--- src/rtl/key_filter.sv ---
// Push-button debouncer: 2-flop synchroniser, 4-state filter FSM, registered
// press pulse and debounced level. Optional long-press pulse under `KEY_LONG_PRESS_EN.
module key_filter #(
    parameter int CNT_MAX  = 999_999,
    parameter int CNT_W    = 20,
    parameter int LONG_CNT = 49
) (
    input  logic clk,
    input  logic rst,
    input  logic key_in,
    output logic key_flag,
    output logic key_state,
    output logic key_long
);

    typedef enum logic [1:0] {
        IDLE         = 2'd0,
        PRESS_FILT   = 2'd1,
        DOWN         = 2'd2,
        RELEASE_FILT = 2'd3
    } state_t;

    localparam logic [CNT_W-1:0] CNT_TOP = CNT_W'(CNT_MAX);

    state_t           state;
    state_t           state_nxt;
    logic             s1;
    logic             key_s;
    logic [CNT_W-1:0] cnt;
    logic [CNT_W-1:0] cnt_nxt;
    logic             cnt_top;
    logic             flag_nxt;
    logic             level_nxt;

    // Synchroniser resets to "released" so reset never fakes a press.
    always_ff @(posedge clk) begin
        if (rst) begin
            s1    <= 1'b1;
            key_s <= 1'b1;
        end else begin
            s1    <= key_in;
            key_s <= s1;
        end
    end

    assign cnt_top = (cnt == CNT_TOP);

    always_ff @(posedge clk) begin
        if (rst) begin
            state <= IDLE;
        end else begin
            state <= state_nxt;
        end
    end

    always_comb begin
        state_nxt = state;
        cnt_nxt   = cnt;
        flag_nxt  = 1'b0;
        level_nxt = key_state;
        case (state)
            IDLE: begin
                cnt_nxt = '0;
                if (!key_s) begin
                    state_nxt = PRESS_FILT;
                end
            end
            PRESS_FILT: begin
                // A bounce wins even on the final count.
                if (key_s) begin
                    state_nxt = IDLE;
                    cnt_nxt   = '0;
                end else if (cnt_top) begin
                    state_nxt = DOWN;
                    cnt_nxt   = '0;
                    flag_nxt  = 1'b1;
                    level_nxt = 1'b0;
                end else begin
                    cnt_nxt = cnt + CNT_W'(1);
                end
            end
            DOWN: begin
                if (key_s) begin
                    state_nxt = RELEASE_FILT;
                    cnt_nxt   = '0;
                end else begin
`ifdef KEY_LONG_PRESS_EN
                    cnt_nxt = cnt_top ? '0 : cnt + CNT_W'(1);
`else
                    cnt_nxt = '0;
`endif
                end
            end
            RELEASE_FILT: begin
                if (!key_s) begin
                    state_nxt = DOWN;
                    cnt_nxt   = '0;
                end else if (cnt_top) begin
                    state_nxt = IDLE;
                    cnt_nxt   = '0;
                    level_nxt = 1'b1;
                end else begin
                    cnt_nxt = cnt + CNT_W'(1);
                end
            end
        endcase
    end

    always_ff @(posedge clk) begin
        if (rst) begin
            cnt       <= '0;
            key_flag  <= 1'b0;
            key_state <= 1'b1;
        end else begin
            cnt       <= cnt_nxt;
            key_flag  <= flag_nxt;
            key_state <= level_nxt;
        end
    end

`ifdef KEY_LONG_PRESS_EN
    localparam logic [5:0] LCNT_HIT = 6'(LONG_CNT);
    localparam logic [5:0] LCNT_SAT = 6'(LONG_CNT + 1);

    // Counts wraps up to one past the threshold, then holds so the pulse cannot repeat.
    function automatic logic [5:0] lcnt_sat_inc(input logic [5:0] v);
        if (v < LCNT_SAT) begin
            return v + 6'd1;
        end
        return v;
    endfunction

    logic [5:0] lcnt;
    logic       wrap;
    logic       press_entry;

    assign wrap        = (state == DOWN) && !key_s && cnt_top;
    assign press_entry = (state == PRESS_FILT) && (state_nxt == DOWN);

    always_ff @(posedge clk) begin
        if (rst) begin
            lcnt     <= '0;
            key_long <= 1'b0;
        end else begin
            key_long <= wrap && (lcnt == LCNT_HIT);
            if (press_entry) begin
                lcnt <= '0;
            end else if (wrap) begin
                lcnt <= lcnt_sat_inc(lcnt);
            end
        end
    end
`else
    // Feature absent: constant low, with LONG_CNT kept referenced in this build too.
    assign key_long = 1'b0 & (LONG_CNT != 0);
`endif

endmodule

--- config.mk ---
export PLATFORM = sky130hd
export DESIGN_NAME = key_filter
export DESIGN_NICKNAME = d
export VERILOG_FILES = /design/src/rtl/key_filter.sv
export SDC_FILE = /design/constraint.sdc
export NUM_CORES = 1
export LEC_CHECK = 0
export ABC_CLOCK_PERIOD_IN_PS = 3200
export BUFFER_PORTS_ARGS = -buffer_cell sky130_fd_sc_hd__buf_2
export CAP_MARGIN = 20
export CELL_PAD_IN_SITES_DETAIL_PLACEMENT = 1
export CELL_PAD_IN_SITES_GLOBAL_PLACEMENT = 1
export CORE_MARGIN = 5
export CORE_UTILIZATION = 48
export CTS_CLUSTER_SIZE = 14
export DETAILED_ROUTE_END_ITERATION = 12
export PLACE_DENSITY_LB_ADDON = 0.08
export SYNTH_ARGS = -nofsm -noshare
export SYNTH_HDL_FRONTEND = slang
export SYNTH_SLANG_ARGS = --single-unit
--- constraint.sdc ---
create_clock -name clk -period 3.2 [get_ports clk]
set_input_delay 0 -clock clk [delete_from_list [all_inputs] [get_ports clk]]
set_output_delay 0 -clock clk [all_outputs]
set_load 0.01 [all_outputs]
---- Word-level counts from Yosys, hierarchy flattened ----
Index checks and enable logic that the tools add are counted.
storage, ports and cells
  bits in registers ....................... 26
  latch bits .............................. 0
  memory bits (writable) .................. 0
  ROM bits ................................ 0
  bits of input ports ..................... 3
  output and inout port bits .............. 3
  word-level logic and storage cells ...... 43
  memories ................................ 0
operators by class
  $add $sub $neg .......................... 1
  $mul .................................... 0
  divide/modulo/power cells ............... 0
  $lt $le $gt $ge ......................... 0
  equality and inequality tests ........... 12
  shift-type cells ........................ 0
  mux-type cells .......................... 17
  bitwise operators ....................... 1
  reductions and logical operators ........ 6
operators with widths
  operator                                                          count
  20-bit 2-to-1 mux                                                 3
  20-bit case mux with 3 select lines                               1
  20-bit by 1-bit adder with 20-bit output (second input constant)  1
  20-bit == test (second input constant)                            1
  2-bit 2-to-1 mux                                                  6
  2-bit inequality test (second input constant)                     6
  2-bit case mux with 4 select lines                                1
  3-bit inequality test (second input constant)                     2
  1-bit 2-to-1 mux                                                  5
  5-bit AND reduction                                               1
  2-bit == test (second input constant)                             2
  4-bit AND reduction                                               1
  3-bit OR reduction                                                1
  2-bit by 1-bit == test with 1-bit output (second input constant)  1
  2-bit logical NOT                                                 1
  1-bit case mux with 2 select lines                                1
  2-bit nonzero test                                                1
  2-bit OR reduction                                                1
  1-bit NOT                                                         1

---- Longest topological paths before layout ----
  depth after elaboration ................. 4
  gate-level depth with buffers ........... 6
  gate-level depth less buffers ........... 5

---- Least setup slack after synthesis ----
Ideal clock, no wire load.
  path kind ............................... register to register
  start point ............................. reg cnt[0]
  end point ............................... reg cnt[18]
  data arrival time ....................... 1,838 ps
  required time ........................... 3,130 ps
  path slack .............................. 1,292 ps
  stages on the path, launching flop included .. 7
  path buffers ............................ 1
  clock period less this slack ............ 1,908 ps
  cell sequence ........................... dfxtp_1 ha_1 nand3_1 or4_1 clkbuf_1 or4_1 a21oi_1
on the way
  cells in the longest elaborated chain, start to end .. 4
  elaborated cells on any way between the ends .. 6
ends and longest elaborated chain
  what                                                                        line         text
  from (decl)                                                                 29           logic [CNT_W-1:0] cnt;
  from (signal assigned)                                                      115          cnt <= cnt_nxt;
  20-bit by 1-bit adder with 20-bit output or 20-bit == test (tied branches)  79, 103, 46
  20-bit 2-to-1 mux *                                                         73, 98
  20-bit 2-to-1 mux (on tied branches)                                        95, 70
  20-bit case mux with 3 select lines *                                       61           case (state)
Mark *: on every way between the ends. The rest lies on a longest branch, timed or not.
A chain may end at the register's enable or synchronous reset.

---- Worst setup path after layout ----
  start point ............................. reg cnt[12]
  end point ............................... reg cnt[9]
on the way
  cells in the longest elaborated chain, start to end .. 4
  elaborated cells on any way between the ends .. 5
ends and longest elaborated chain
  what                                   line    text
  20-bit == test *                       46      assign cnt_top = (cnt == CNT_TOP);
  20-bit 2-to-1 mux *                    73, 98
  20-bit 2-to-1 mux (on tied branches)   95, 70
  20-bit case mux with 3 select lines *  61
Marks and branches as above.

==> impl_results.md <==
* Status: finished, final reports clean
* Clock root buffer: clkbuf_4
* Hold endpoint: key_s
* Max-Cap Viols at 0
* Final hold viol count at 0
* Row count at 17
* Final non-filler cell total at around 160
* Synth top area cells: dfxtp_1, xnor2_1, nor2_1
* Die Wd at 59.16 um
* Warnings, synthesis at 0
* Avg Synthesized Cell Area at 8.922 um2
* RR Endpoint: cnt[9]
* Cells after Synth at 130
* Drt first pass iters at 2
* Post-Syn Area at 1160 um2
* Share of cells above drive strength 1 at between 10% and 20%
* Antenna Cells at 0
* Post_cts resized at 0
* Post-synth ARST share at 0%
* CORE AREA at ~2300 um2
* CP Max Fanout at 13
* PortBufs at 4
* Final number of setup-violating endpoints at 0
* Top cell type's share of synthesized area at 44.88%
* Yosys reg bits at 26
* Max VDD drop at approximately 330 uV
* Area of the multi-input gates at 593.1 um2
* WL/cell at 15.27 um
* Post-synth cell types at 32
* Worst-margin pin slew at 0.5352 ns
* Die height at around 59 um
* Fmax at 420.5 MHz
* CTS max path bufs at 2
* Reg2Reg Launch Point: cnt[12]
* Final #Nets at about 140
* Top cell type by total area after synthesis: dfxtp_1
* H-Tree Level Count at 1
* R2r setup slk at 0.82 ns
* Hold path start: s1
* Slew headroom at 63.82%
* Number of global-route vias before repair at 1033
* Setup TNS at 0 ns
* Dpl cells at between 150 and 200
* LEAKAGE at 0.3663 nW
* Synth-to-layout area growth at 7.227%
* Pwr dens at 386.8 nW/um2
* Commonest cells in the netlist: dfxtp_1, nor2_1, xnor2_1
* Boundary pin count at 6
* GP Congestion at around 0.69
* First-pass GRT wire length at between 4 and 5 mm
* Clk Latency, worst-skew pair at 0.32 ns
* DIE AREA at 3499 um2
* Hold Crit Class: reg2reg
* CP Launch Type: flip-flop
* # fillers at 269
* Fin crit period at 2.378 ns
* Cell depth of the worst hold path at 1
* Post-layout util at 55.16%
* Final worst slack at 0.8218 ns
* CTS Sinks at 26
* Post-synth EDFFs at 0
* # DRC at 0
* DP Wirelength at 1.901 mm
* Net Count, Synth at 134
* Initial antenna violation count at 0
* ANT nets after route at 0
* Post-Route Skew at roughly 0.014 ns
* Clk slew on worst S/H paths at 0.14 ns
* Largest net degree at the start of global routing at 14
* CTS tree: built
* CP arrival at 2.60 ns
* Max-slew violation count at 0
* Cts bufs inserted at 3
* RSZ-0062 raised after global routing: false
* Worst EP required at approximately 3.4 ns
* Initial core utilization at between 50% and 60%
* Vias per cell at 5.841
* WL final at 2.504 mm
* Critical setup path kind: reg2reg
* Total Routing Usage GR at 17.68%
* Via count at 958
* Initial drt markers at 16
* Period utilization at 74.32%
* Critical path capture point type: flip-flop
* Most frequent cell after synthesis: dfxtp_1
* Top_reg_cell synth: dfxtp_1
* Register area at 520.5 um2
* Remaining Overflow, GRT at 0
* Pre-CTS WS at 0.8370 ns
* Post-synthesis sequential area ratio at 44.88%
* Reg2Reg Depth at 5
-- power by group --
group / internal, mW / switching, mW
clock: 0.0442 / 0.0918
combinational: 0.00760 / 0.00661
sequential: 0.327 / 0.00338
total: 0.379 / 0.102
-- stage by stage --
stage               power [mW]  cell area (um2)  hold slack [ns]
floorplan               0.3440             1160          0.07276
global placement        0.3485             1191           0.1810
detailed placement      0.3496             1191           0.1932
CTS                     0.4888             1244           0.4477
global route            0.5077             1244           0.4893
finish                  0.4810             1244           0.4343
-- critical path, stage by stage (launching register included) --
cell and delay [ns]:
dfxtp_1 0.39, or4b_1 0.56, or4_1 0.57, o211ai_2 0.40, buf_4 0.27, nor2_1 0.07
-- cell usage in the layout, fill, tap and decap left out, types with 2 or more instances in the layout --
| cell type | n |
|---|---|
| or4_1 | 4 |
| and4_1 | 2 |
| xor2_1 | 2 |
| o31ai_1 | 2 |
| nor3_1 | 7 |
| dlygate4sd3_1 | 3 |
| and3_1 | 2 |
| nor2_1 | 16 |
| clkbuf_4 | 3 |
| inv_1 | 4 |
| nand3_1 | 6 |
| xnor2_1 | 9 |
| buf_2 | 4 |
| nand2_1 | 7 |
| or2_2 | 2 |
| o21ai_0 | 6 |
| or4b_1 | 2 |
| a21oi_1 | 7 |
| or3_1 | 7 |
| dfxtp_1 | 26 |
| a211oi_1 | 3 |
-- cells by family (layout without fill, tap and decap cells) --
group | Yosys count | in the layout | share of synthesized area [%]
AO/OA/AOI/OAI | 22 | 22 | 11.97
other | 1 | 1 | 0.3233
buffers and inverters | 9 | 15 | 3.990
adder cells (fa/ha/maj) | 1 | 1 | 1.079
XOR/XNOR | 11 | 11 | 8.307
flip-flops | 26 | 26 | 44.88
AND/OR/NAND/NOR | 60 | 60 | 29.45
-- registers in the layout (all words and copies together), names as in the netlist, named ones only --
name / count
key_s: 1
cnt: 20
key_flag: 1
key_state: 1
s1: 1
state: 1
-- cell type report --
type	instances	area share [%]
clock buffers	3	1.811
well taps	28	2.817
multi-input cells	95	47.69
repair buffers	8	4.628
inverters	4	1.207
flip-flops and latches	26	41.85
-- worst max path at each step --
| stage | from | end | slack (ns) | cells after the start |
|---|---|---|---|---|
| floorplan | cnt[0] | cnt[18] | 1.29 | 6 |
| global placement | cnt[12] | cnt[12] | 0.95 | 5 |
| detailed placement | cnt[12] | cnt[9] | 0.84 | 5 |
| CTS | cnt[12] | cnt[9] | 0.82 | 5 |
| global route | cnt[12] | cnt[7] | 0.69 | 5 |
| finish | cnt[12] | cnt[9] | 0.82 | 5 |
-- repair_timing --
item                       in CTS  in global routing
setup endpoints to repair       0                  0
hold endpoints to repair        4                  0
setup buffers                   0                  0
hold buffers                    3                  0
-- per-layer routing --
layer / vias up / track usage (%) / routed length [um]
li1: 476 / - / -
met1: 468 / 20.68 / 1135
met2: 9 / 29.81 / 1266
met3: 5 / 3.050 / 46
met4: 0 / 10.68 / 56
met5: - / 0 / 0
No activity file was read; power rests on OpenSTA's default activity.
